`config.mk`:
```
export PLATFORM = sky130hd
export DESIGN_NAME = mult_serial_q
export DESIGN_NICKNAME = d
export VERILOG_FILES = /design/src/rtl/mult_serial_q.sv
export SDC_FILE = /design/constraint.sdc
export NUM_CORES = 1
export LEC_CHECK = 0
export CORE_MARGIN = 5
export CORE_UTILIZATION = 50
export CTS_CLUSTER_SIZE = 25
export DETAILED_ROUTE_END_ITERATION = 16
export PLACE_DENSITY = 0.72
export SKIP_LAST_GASP = 1
export SLEW_MARGIN = 40
export SYNTH_ARGS = -nofsm -noshare
export SYNTH_HDL_FRONTEND = slang
export SYNTH_SLANG_ARGS = --single-unit
```
`constraint.sdc`:
```
create_clock -name i_clk -period 4.2 [get_ports i_clk]
set_input_delay 1.05 -clock i_clk [delete_from_list [all_inputs] [get_ports i_clk]]
set_output_delay 1.05 -clock i_clk [all_outputs]
set_load 0.01 [all_outputs]
```
`src/rtl/mult_serial_q.sv`:
```
// +----------------------------------------------------------------------+
// | mult_serial_q : bit-serial signed Q1.x multiplier, valid/ready I/O   |
// | Rev 1.0                                                              |
// +----------------------------------------------------------------------+
`default_nettype none

module mult_serial_q #(
  parameter int NB_DATA = 4,
  parameter int NB_OUT  = 4,
  parameter int ROUND   = 0,
  parameter int SAT     = 1
) (
  input  logic                i_clk,
  input  logic                i_rst,
  input  logic                i_valid,
  output logic                o_ready,
  input  logic [NB_DATA-1:0]  i_a,
  input  logic [NB_DATA-1:0]  i_b,
  output logic                o_valid,
  input  logic                i_ready,
  output logic [NB_OUT-1:0]   o_mult,
  output logic                o_sat
);

  localparam int c_ACC_W = 2 * NB_DATA;
  localparam int c_CNT_W = (NB_DATA > 2) ? $clog2(NB_DATA) : 1;
  localparam logic [c_CNT_W-1:0] c_LAST = c_CNT_W'(NB_DATA - 1);
  localparam logic [NB_OUT-1:0]  c_MAX  = {1'b0, {(NB_OUT-1){1'b1}}};

  typedef enum logic [1:0] {
    S_IDLE = 2'd0,
    S_BUSY = 2'd1,
    S_DONE = 2'd2
  } state_t;

  state_t               r_state;
  logic [NB_DATA-1:0]   r_a;
  logic [NB_DATA-1:0]   r_b;
  logic [c_ACC_W-1:0]   r_acc;
  logic [c_CNT_W-1:0]   r_cnt;

  logic [c_ACC_W-1:0]   w_a_ext;
  logic [c_ACC_W-1:0]   w_pp;
  logic [c_ACC_W-1:0]   w_acc_next;
  logic [c_ACC_W-1:0]   w_rnd;
  logic                 w_ovf;
  logic [NB_OUT-1:0]    w_mult;
  logic                 w_unused;

  assign w_a_ext = {{NB_DATA{r_a[NB_DATA-1]}}, r_a};
  assign w_pp    = w_a_ext << r_cnt;

  // The multiplier MSB carries negative weight, so its partial product is subtracted.
  always_comb begin
    w_acc_next = r_acc;
    if (r_b[0]) begin
      if (r_cnt == c_LAST) w_acc_next = r_acc - w_pp;
      else                 w_acc_next = r_acc + w_pp;
    end
  end

  generate
    if (ROUND != 0 && NB_OUT < 2 * NB_DATA - 1) begin : g_round
      localparam int c_RND_POS = 2 * NB_DATA - 2 - NB_OUT;
      assign w_rnd = w_acc_next + (c_ACC_W'(1) << c_RND_POS);
    end else begin : g_trunc
      assign w_rnd = w_acc_next;
    end
  endgenerate

  // Only a value >= +1 can overflow, which shows up as the two top bits disagreeing.
  assign w_ovf    = w_rnd[c_ACC_W-1] ^ w_rnd[c_ACC_W-2];
  assign w_mult   = (SAT != 0 && w_ovf) ? c_MAX : w_rnd[c_ACC_W-2 -: NB_OUT];
  assign w_unused = ^w_rnd;

  always_ff @(posedge i_clk or posedge i_rst) begin
    if (i_rst) begin
      r_state <= S_IDLE;
      o_ready <= 1'b1;
      o_valid <= 1'b0;
      o_mult  <= '0;
      o_sat   <= 1'b0;
      r_acc   <= '0;
      r_a     <= '0;
      r_b     <= '0;
      r_cnt   <= '0;
    end else begin
      case (r_state)
        S_IDLE: begin
          if (i_valid && o_ready) begin
            r_a     <= i_a;
            r_b     <= i_b;
            r_acc   <= '0;
            r_cnt   <= '0;
            o_ready <= 1'b0;
            r_state <= S_BUSY;
          end
        end
        S_BUSY: begin
          r_acc <= w_acc_next;
          r_b   <= r_b >> 1;
          r_cnt <= r_cnt + c_CNT_W'(1);
          if (r_cnt == c_LAST) begin
            o_mult  <= w_mult;
            o_sat   <= w_ovf;
            o_valid <= 1'b1;
            r_state <= S_DONE;
          end
        end
        S_DONE: begin
          if (o_valid && i_ready) begin
            o_valid <= 1'b0;
            o_ready <= 1'b1;
            r_state <= S_IDLE;
          end
        end
        default: begin
          o_valid <= 1'b0;
          o_ready <= 1'b1;
          r_state <= S_IDLE;
        end
      endcase
    end
  end

endmodule

`default_nettype wire

```
==> results by group <==
Finish
  – Antenna Diode Count: 0
  – Proportion of layout cells with a drive suffix above 1: 7.884%
  – P&R area growth vs syn: 13.85%
  – Nets@finish: 263
  – Commonest cells after routing, fill and taps aside: nand2_1, dfrtp_1, o21ai_0
  – Commonest non-fill, non-tap cell in the layout: nand2_1

Worst setup path
  – Worst path slowest cell: a21boi_0
  – CP required: 4.36 ns
  – Arr. time, crit path: 4.13 ns
  – Worst path cell trace: ha_1 -> inv_1 -> nor2_1 -> o21ai_0 -> o221a_2 -> o21ai_0 -> ha_1 -> nor2b_1 -> o21ai_0 -> a21boi_0 -> nor2_1 -> o311ai_0 -> ha_1 -> o41ai_1 -> a21oi_1
  – Worst setup SP type: register
  – Slowest Stage Delay on Critical Path: 0.44 ns
  – Crit end category: register
  – WS Path Type: register to register
  – Critical-path maximum fanout: 14

Min path
  – Hold Crit Class: register to register

Floorplanning
  – DIE HEIGHT: 71.17 microns
  – Std cell rows: 22
  – Starting Density: 51.48%
  – Die ar.: 5064 sq um
  – Core Footprint: 3633 sq um
  – IO Pins: 19
  – Die X: 71.17 microns

Timing
  – PnR worst setup slack: 0.2355 ns
  – RSZ-0062 raised after global routing: no
  – Worst-Margin Slew: 0.5540 ns
  – Pins Over Slew Limit: 0
  – Maximum clock rate: 0.2522 GHz
  – Setup TNS: 0 ns
  – Final setup viols: 0
  – Relative slew slack: 63.01%
  – Final period utilization: 94.39%
  – Final hold violation count: 0
  – Fin crit period: 3.964 ns
  – Final setup skew: 0.003246 ns

Route
  – Final wirelength: 4080 microns
  – DRT iter0 DRCs: 140
  – 1st-pass router iterations: 4
  – Post-route ant nets: 0
  – Avg WL per Cell: 14.12 microns
  – Via Count: 1697
  – Remaining DRCs: 0
  – Number of vias per cell: 5.872

CTS
  – Setup Fix Bufs, Post-CTS: 0
  – Worst-path clk slew: 0.10 ns
  – Num CTS Buffers: 3
  – H-tree depth: 1
  – CTS tree: built
  – CTS Sinks: 27
  – # hold bufs at CTS: 0
  – Clk_lat worst skew: 0.28 ns
  – Root Buffer: clkbuf_8
  – Longest Clk Path Bufs: 2
  – Post-CTS resize count: 0

Synth
  – Syn avg cell area: 8.204 sq um
  – Post-Syn Nets: 249
  – Warnings from Yosys: 0
  – Area share of xor/xnor cells in the synthesized design: 2.341%
  – Synth Area in Compound Gates: 21.14%
  – Proportion of synthesized area in mux cells: 3.478%
  – EDFF count, synth: 0
  – Register area share after synthesis: 36.19%
  – Main synth FF type: dfrtp_1
  – Post-Synthesis Cell Area: 1871 sq um
  – #FFs+latches synth: 27
  – Mapped Cells: 228
  – Async SR Flop Fraction: 100.0%
  – Adder-Cell Fraction of Synth Area: 6.421%
  – Post-Synth Simple-Gate Area: 25.22%
  – Largest family of logic cells by synthesized area: simple AND/OR/NAND/NOR gates
  – Count of cell types in the netlist: 48

Global route
  – Met1 usage: 23.16%
  – Vias in the first global route: 1497
  – Met2 Use GR: 25.51%
  – Grt met3 use: 2.699%
  – GRT Max-Usage Layer: met2
  – GRT Total Usage: 16.61%
  – Largest net degree at the start of global routing: 28
  – First-pass GRT wire length: 6810 microns
  – Total congestion overflow: 0
  – Initial antenna violation count: 0

Outcome
  – Status: finished clean

Placement
  – Placer Congestion: 0.8797
  – Buffers added on ports: 18
  – Dpl hpwl: 2945 microns
  – Setup WS pre-CTS: 0.3244 ns

Job
  – Total of max-cap violations: 0
-- stage by stage --
stage | std cells | utilization [%] | hold slack, ns | area (sq um)
final | 289 | 58.61 | 0.5110 | 2130
after CTS | 289 | 58.61 | 0.5153 | 2130
after detailed placement | 285 | 57.27 | 0.4907 | 2081
after floorplan | 228 | - | 0.4497 | 1871
after global routing | 289 | 58.61 | 0.5348 | 2130
after global placement | 285 | 57.27 | 0.4835 | 2081
-- final timing paths --
path / startpoint / endpoint / slack, ns / cells past startpoint
max in group asynchronous: i_rst / r_acc[0]$_DFFE_PP0P_ / 2.70 / 2
worst max-delay path: r_cnt[0]$_DFFE_PP0P_ / o_mult[2]$_DFFE_PP0P_ / 0.24 / 15
min in group asynchronous: i_rst / r_b[1]$_DFFE_PP0P_ / 1.13 / 2
worst max register to register: r_cnt[0]$_DFFE_PP0P_ / o_mult[2]$_DFFE_PP0P_ / 0.24 / 15
worst min register to register: r_b[3]$_DFFE_PP0P_ / r_b[3]$_DFFE_PP0P_ / 0.51 / 2
worst min-delay path: r_b[3]$_DFFE_PP0P_ / r_b[3]$_DFFE_PP0P_ / 0.51 / 2
-- cell families after synthesis --
family | after synthesis
AO/OA/AOI/OAI | 66
flip-flops | 27
buffers and inverters | 23
adder cells (fa/ha/maj) | 9
AND/OR/NAND/NOR | 93
XOR/XNOR | 5
multiplexers | 5
-- registers in the layout, summed over array words and instances, names as in the netlist --
register and cells:
r_acc 8, o_mult 4, r_a 4, r_b 4
r_cnt 2, r_state 2, o_ready 1, o_sat 1
o_valid 1
-- area by class of cell --
class,count,area [sq um]
well taps,48,60.06
fillers,353,1504
clock buffers,3,41.29
flip-flops and latches,27,676.9
clock inverters,1,7.507
inverters,10,37.54
multi-input cells,178,1096
repair buffers,22,210.2
-- synthesized netlist by cell type (2+ instances only) --
cell type	n	area share [%]
ha_1	8	5.4
a21boi_0	2	0.80
nand3_1	8	2.1
a21oi_1	21	5.6
o21ai_1	3	0.80
dfrtp_1	26	35
xnor2_1	3	1.4
mux2_2	2	1.2
nor2_1	16	3.2
xor2_1	2	0.94
buf_2	3	0.80
inv_1	10	2.0
a31oi_1	3	1.0
a211oi_1	2	0.80
nor3b_1	3	1.2
o21ai_0	22	5.9
nand2b_1	4	1.3
o211ai_1	2	0.80
nor2b_1	2	0.67
a22oi_1	2	0.80
or3_1	3	1.0
nand2_1	40	8.0
nor3_1	4	1.1
nor4b_1	2	0.94
mux2i_1	2	1.1
or4_1	3	1.2
clkbuf_1	9	1.8
-- routing by layer --
layer	wire, microns	up-vias
met5	0	-
met4	89	0
met3	209	8
met2	1902	54
met1	1879	794
li1	-	841
-- worst max-delay path, delay by kind of cell, from the launching register on --
family | cells | cell delay, ns
and+or+nand+nor | 3 | 0.31
DFF | 1 | 0.39
adders and majority gates | 3 | 1.09
buffers and inverters | 1 | 0.20
AOI/OAI and AO/OA | 8 | 1.85
Power is left out: the tool's default activity adds up to more than one toggle a clock period on the data nets, which glitch-free logic cannot reach.
